**src/rtl/mat_wb_seq.sv**
```systemverilog
// Writeback sequencer: turns retiring write-select classes into register-file
// write strobes, serialising whole-matrix writes into back-to-back row writes.
module mat_wb_seq #(
   parameter  int XLEN  = 32,
   parameter  int MROWS = 4,
   parameter  int MCOLS = 4,
   parameter  int MREGS = 4,
   localparam int RW    = MCOLS * XLEN,
   localparam int MIDX  = (MREGS > 1) ? $clog2(MREGS) : 1,
   localparam int RB    = $clog2(MROWS)
) (
   input  logic                  clk,
   input  logic                  rstn,
   input  logic                  wb_valid,
   output logic                  wb_ready,
   input  logic [1:0]            wb_w_select,
   input  logic [4:0]            wb_rd,
   input  logic [RB-1:0]         wb_slice_idx,
   input  logic [XLEN-1:0]       wb_reg_data,
   input  logic [MROWS*RW-1:0]   wb_mat_data,
   output logic                  reg_we,
   output logic [4:0]            reg_waddr,
   output logic [XLEN-1:0]       reg_wdata,
   output logic                  mat_we,
   output logic [MIDX-1:0]       mat_waddr,
   output logic [RB-1:0]         mat_row,
   output logic [RW-1:0]         mat_wdata,
   output logic                  mat_last,
   output logic                  busy
);

   typedef enum logic {IDLE, BURST} state_t;

   state_t              state_reg, state_next;
   logic [RB-1:0]       row_cnt_reg, row_cnt_next;
   logic [MROWS*RW-1:0] mat_buf_reg;
   logic [MIDX-1:0]     dst_reg;

   logic                reg_we_reg, reg_we_next;
   logic [4:0]          reg_waddr_reg, reg_waddr_next;
   logic [XLEN-1:0]     reg_wdata_reg, reg_wdata_next;
   logic                mat_we_reg, mat_we_next;
   logic [MIDX-1:0]     mat_waddr_reg, mat_waddr_next;
   logic [RB-1:0]       mat_row_reg, mat_row_next;
   logic [RW-1:0]       mat_wdata_reg, mat_wdata_next;
   logic                mat_last_reg, mat_last_next;

   logic [RW-1:0]       buf_row [MROWS];
   logic [RB-1:0]       row_inc;
   logic                last_row;
   logic                accept;
   logic                burst_cont;

   for (genvar gi = 0; gi < MROWS; gi++) begin : g_row
      assign buf_row[gi] = mat_buf_reg[gi*RW +: RW];
   end

   // row_cnt always names the row currently presented on the mat_* outputs
   assign row_inc    = row_cnt_reg + RB'(1);
   assign last_row   = (row_cnt_reg == RB'(MROWS - 1));
   assign burst_cont = (state_reg == BURST) && !last_row;
   assign wb_ready   = (state_reg == IDLE) || last_row;
   assign accept     = wb_valid && wb_ready;

   always_ff @(posedge clk or negedge rstn) begin
      if (!rstn) begin
         state_reg     <= IDLE;
         row_cnt_reg   <= '0;
         reg_we_reg    <= 1'b0;
         reg_waddr_reg <= '0;
         reg_wdata_reg <= '0;
         mat_we_reg    <= 1'b0;
         mat_waddr_reg <= '0;
         mat_row_reg   <= '0;
         mat_wdata_reg <= '0;
         mat_last_reg  <= 1'b0;
      end else begin
         state_reg     <= state_next;
         row_cnt_reg   <= row_cnt_next;
         reg_we_reg    <= reg_we_next;
         reg_waddr_reg <= reg_waddr_next;
         reg_wdata_reg <= reg_wdata_next;
         mat_we_reg    <= mat_we_next;
         mat_waddr_reg <= mat_waddr_next;
         mat_row_reg   <= mat_row_next;
         mat_wdata_reg <= mat_wdata_next;
         mat_last_reg  <= mat_last_next;
      end
   end

   // Burst buffer isolates the remaining rows from upstream changes
   always_ff @(posedge clk) begin
      if (accept && wb_w_select == 2'b11) begin
         mat_buf_reg <= wb_mat_data;
         dst_reg     <= wb_rd[MIDX-1:0];
      end
   end

   always_comb begin
      state_next   = IDLE;
      row_cnt_next = '0;
      if (burst_cont) begin
         state_next   = BURST;
         row_cnt_next = row_inc;
      end else if (accept && wb_w_select == 2'b11) begin
         state_next   = BURST;
         row_cnt_next = '0;
      end
   end

   always_comb begin
      reg_we_next    = 1'b0;
      reg_waddr_next = reg_waddr_reg;
      reg_wdata_next = reg_wdata_reg;
      mat_we_next    = 1'b0;
      mat_waddr_next = mat_waddr_reg;
      mat_row_next   = mat_row_reg;
      mat_wdata_next = mat_wdata_reg;
      mat_last_next  = 1'b0;
      if (burst_cont) begin
         mat_we_next    = 1'b1;
         mat_waddr_next = dst_reg;
         mat_row_next   = row_inc;
         mat_wdata_next = buf_row[row_inc];
         mat_last_next  = (row_inc == RB'(MROWS - 1));
      end else if (accept) begin
         case (wb_w_select)
            2'b01: begin
               if (wb_rd != 5'd0) begin
                  reg_we_next    = 1'b1;
                  reg_waddr_next = wb_rd;
                  reg_wdata_next = wb_reg_data;
               end
            end
            2'b10: begin
               mat_we_next    = 1'b1;
               mat_waddr_next = wb_rd[MIDX-1:0];
               mat_row_next   = wb_slice_idx;
               mat_wdata_next = wb_mat_data[RW-1:0];
               mat_last_next  = 1'b1;
            end
            2'b11: begin
               mat_we_next    = 1'b1;
               mat_waddr_next = wb_rd[MIDX-1:0];
               mat_row_next   = '0;
               mat_wdata_next = wb_mat_data[RW-1:0];
            end
            default: ;
         endcase
      end
   end

   assign reg_we    = reg_we_reg;
   assign reg_waddr = reg_waddr_reg;
   assign reg_wdata = reg_wdata_reg;
   assign mat_we    = mat_we_reg;
   assign mat_waddr = mat_waddr_reg;
   assign mat_row   = mat_row_reg;
   assign mat_wdata = mat_wdata_reg;
   assign mat_last  = mat_last_reg;
   assign busy      = (state_reg == BURST);

endmodule

```
**config.mk**
```make
export PLATFORM = sky130hd
export DESIGN_NAME = mat_wb_seq
export DESIGN_NICKNAME = d
export VERILOG_FILES = /design/src/rtl/mat_wb_seq.sv
export SDC_FILE = /design/constraint.sdc
export NUM_CORES = 1
export LEC_CHECK = 0
export CAP_MARGIN = 20
export CELL_PAD_IN_SITES_DETAIL_PLACEMENT = 1
export CELL_PAD_IN_SITES_GLOBAL_PLACEMENT = 1
export CORE_UTILIZATION = 29
export DETAILED_ROUTE_END_ITERATION = 7
export PLACE_DENSITY = 0.64
export SYNTH_ARGS = -nofsm -noshare
export SYNTH_HDL_FRONTEND = slang
export SYNTH_SLANG_ARGS = --single-unit
```
**constraint.sdc**
```tcl
create_clock -name clk -period 55.7 [get_ports clk]
set_input_delay 5.57 -clock clk [delete_from_list [all_inputs] [get_ports clk]]
set_output_delay 5.57 -clock clk [all_outputs]
set_load 0.03 [all_outputs]
```
==> results.ini <==
[hold_path]
hold_depth=1
min-delay-start=mat_wdata[44]$_DFFE_PN0P_
worstHoldEndpoint=mat_wdata[44]$_DFFE_PN0P_
hold_path_class=flop to flop

[power]
pwr_density_cell_mw_per_mm2=52.8
internal_power_w=0.00130
p_sw_share_pct=35.1
power_w=0.00200
p_leak_nw=13.7
combPwrFrac_pct=38.1
seq_power_share_pct=35.2
vdd.ir_drop.worst_mv=0.0364
switching_power_w=0.000702
pwr-share-clk_pct=26.7

[layout]
mostFrequentLayoutCell=clkdlybuf4s50_1
nets=2882
fin_area_mm2=0.0378
fin_cells=3590
final_cell_mix=clkdlybuf4s50_1 (728), edfxtp_1 (514), nand2_1 (264)
fill_cells=9044
final_layout_size_suffix_gt1_share_pct=9.67
syn2layout_area_growth_pct=42.7
largest_register_ffs=512

[place]
dp_hpwl_um=60100
place_inst=3418
port_buffers=729
postPlaceCellArea_mm2=0.0351
dp_slack_ns=46.48
gp_congestion=0.812

[cts]
clock_sinks=689
ctsResizeCount=0
cts_tree=yes
clock_latency_ns=0.63
htreeDepth=3
clockRootBuffer=clkbuf_16
cts.reportedPaths.clkPinSlew_ns=0.05
clk_path_buf_depth=3
ctsHoldBuffers=0
post-cts-setup-buffer-count=0
cts_buffers=80

[worst_setup_path]
critPathArrivalTime_ns=8.86
crit_slowest_cell=buf_4
critPathLaunchType=input pin
max_stage_delay_ns=0.84
rrSetupSlack_ns=51.34
crit_type=input pin to flop
cp_max_fo=169
path_common_cell=buf_4
reg2reg_depth=7
cp_num_buf_inv=4
cpLargestDelayFamily=buffers and inverters
r2r-start=row_cnt_reg[0]$_DFF_PN0_
reg2reg_to=mat_buf_reg[122]$_DFFE_PP_
worstSetupEndpointType=flop
required_ns=55.95
worstPathCellList=clkdlybuf4s50_1, nand3_1, nor2_4, buf_4, buf_12, buf_4

[status]
status=finished, final reports clean

[die]
core.rowCount=110
start_util_pct=29.4
core_area_mm2=0.0903
dieHeight_um=304
ios=730
dieArea_mm2=0.0927
die_x_um=304

[global_route]
grt_pass1_wl_um=128000
overflow=0
grt_pass1_vias=18896
grt_max_degree=171
track_usage_pct=18.7
antenna_found_initial=33

[routing]
remaining_drc_errors=0
wl_per_cell_um=24.6
routed_wl_um=88200
firstDrtPassIters=6
dr_total_vias=17201
drt_iter0_drc=1087
postRouteAntennaNets=0
viasPerCell=4.79

[sta]
rsz0062_at_grt=no
worst_slew_pin_slew_ns=1.10
setup_viol=0
period_needed_ns=8.61
hold_viol=0
slew_violations=0
slew_headroom_pct=26.4
setup_tns_ns=0
finalCritPeriodShare_pct=15.5
setup_ws_ns=47.09
timing.fmax_ghz=0.116
finClkSkew_ns=0.0153

[run]
max_cap_violations=0

[yosys]
avgSynthCellArea_um2=16.7
synthAdderAreaFrac_pct=0.0944
synthXorXnorAreaFrac_pct=0
ys.flop_type=edfxtp_1
synthMuxAreaShare_pct=11.8
synth-seq-area-share_pct=74.7
synth_top_family_by_area=multiplexers
ys.warnings.count=0
syn_area_mm2=0.0265
syn_inst=1590
synth-simple-area-share_pct=4.66
yosys.cell_types.count=33
synth_compound_gate_area_share_pct=6.94
synth.net_count=2148
synth_edf_count=514
ys_ff_latch=689
synthArstFlopShare_pct=25.4

layer usage:
metal	routed length [µm]	GRT usage [%]	share of wire, %
met4	2990	8.46	3.4
met1	32700	20.7	37
met2	46000	33.1	52
met5	130	0	0.15
met3	6330	5.42	7.2
logic make-up (layout without fill, tap and decap cells):
logic type               count (synthesis)  count (layout)
flip-flops                             689             689
AND/OR/NAND/NOR                        320             320
multiplexers                           251             251
AO/OA/AOI/OAI                          223             223
buffers and inverters                  105             905
adder cells (fa/ha/maj)                  2               2
other                                    0              24
Yosys cell counts, drive strengths merged, types with 2 or more instances:
cell / count / area share [%]
a31oi: 44 / 1.0
edfxtp: 514 / 58
nor2: 46 / 0.65
mux2i: 174 / 6.6
dfrtp: 175 / 17
mux4: 41 / 3.5
buf: 57 / 1.1
inv: 5 / 0.071
a32o: 87 / 3.3
ha: 2 / 0.094
mux2: 36 / 1.8
nand2: 265 / 3.8
a21o: 87 / 2.5
clkbuf: 43 / 0.61
power groups by stage:
stage	clock [W]	combinational (W)	sequential, W
finish	0.000534	0.000760	0.000704
floorplan	0	0.000334	0.000844
global route	0.000568	0.000808	0.000715
CTS	0.000548	0.000772	0.000706
global placement	0	0.000752	0.000709
detailed placement	0	0.000768	0.000715
worst max-delay path by stage:
stage	start	end	slack (ns)	cells after the start
2_1_floorplan	wb_valid	dst_reg[0]$_DFFE_PP_	27.37	2
3_3_place_gp	wb_w_select[1]	mat_buf_reg[221]$_DFFE_PP_	46.55	6
3_5_place_dp	wb_w_select[1]	mat_buf_reg[349]$_DFFE_PP_	46.48	6
4_1_cts	wb_w_select[1]	mat_buf_reg[86]$_DFFE_PP_	47.16	6
5_1_grt	wb_w_select[1]	mat_buf_reg[86]$_DFFE_PP_	46.91	6
6_report	wb_w_select[1]	mat_buf_reg[122]$_DFFE_PP_	47.09	6
worst reg2reg max path, stage by stage (launching register included):
cell     delay [ns]
dfrtp_4        0.87
ha_1           0.40
nor2b_4        0.07
buf_4          0.20
nor2_4         0.17
buf_4          0.51
buf_12         0.65
buf_4          1.09
stage by stage:
step | util, % | hold slack [ns]
floorplan | - | 0.495
global placement | 38.9 | 0.474
detailed placement | 38.9 | 0.483
CTS | 41.8 | 0.496
global route | 41.9 | 0.518
finish | 41.9 | 0.489
cell type report:
class | count | area (µm²) | area share, %
Sequential cell | 689 | 19800 | 52.4
Clock inverter | 39 | 408 | 1.08
Clock buffer | 109 | 2270 | 5.99
Antenna cell | 24 | 60.1 | 0.159
Multi-Input combinational cell | 796 | 6280 | 16.6
Timing Repair Buffer | 752 | 7510 | 19.9
Tap cell | 1176 | 1470 | 3.89
Inverter | 5 | 18.8 | 0.0496
Note: power is estimated with default switching activity, not from simulation.
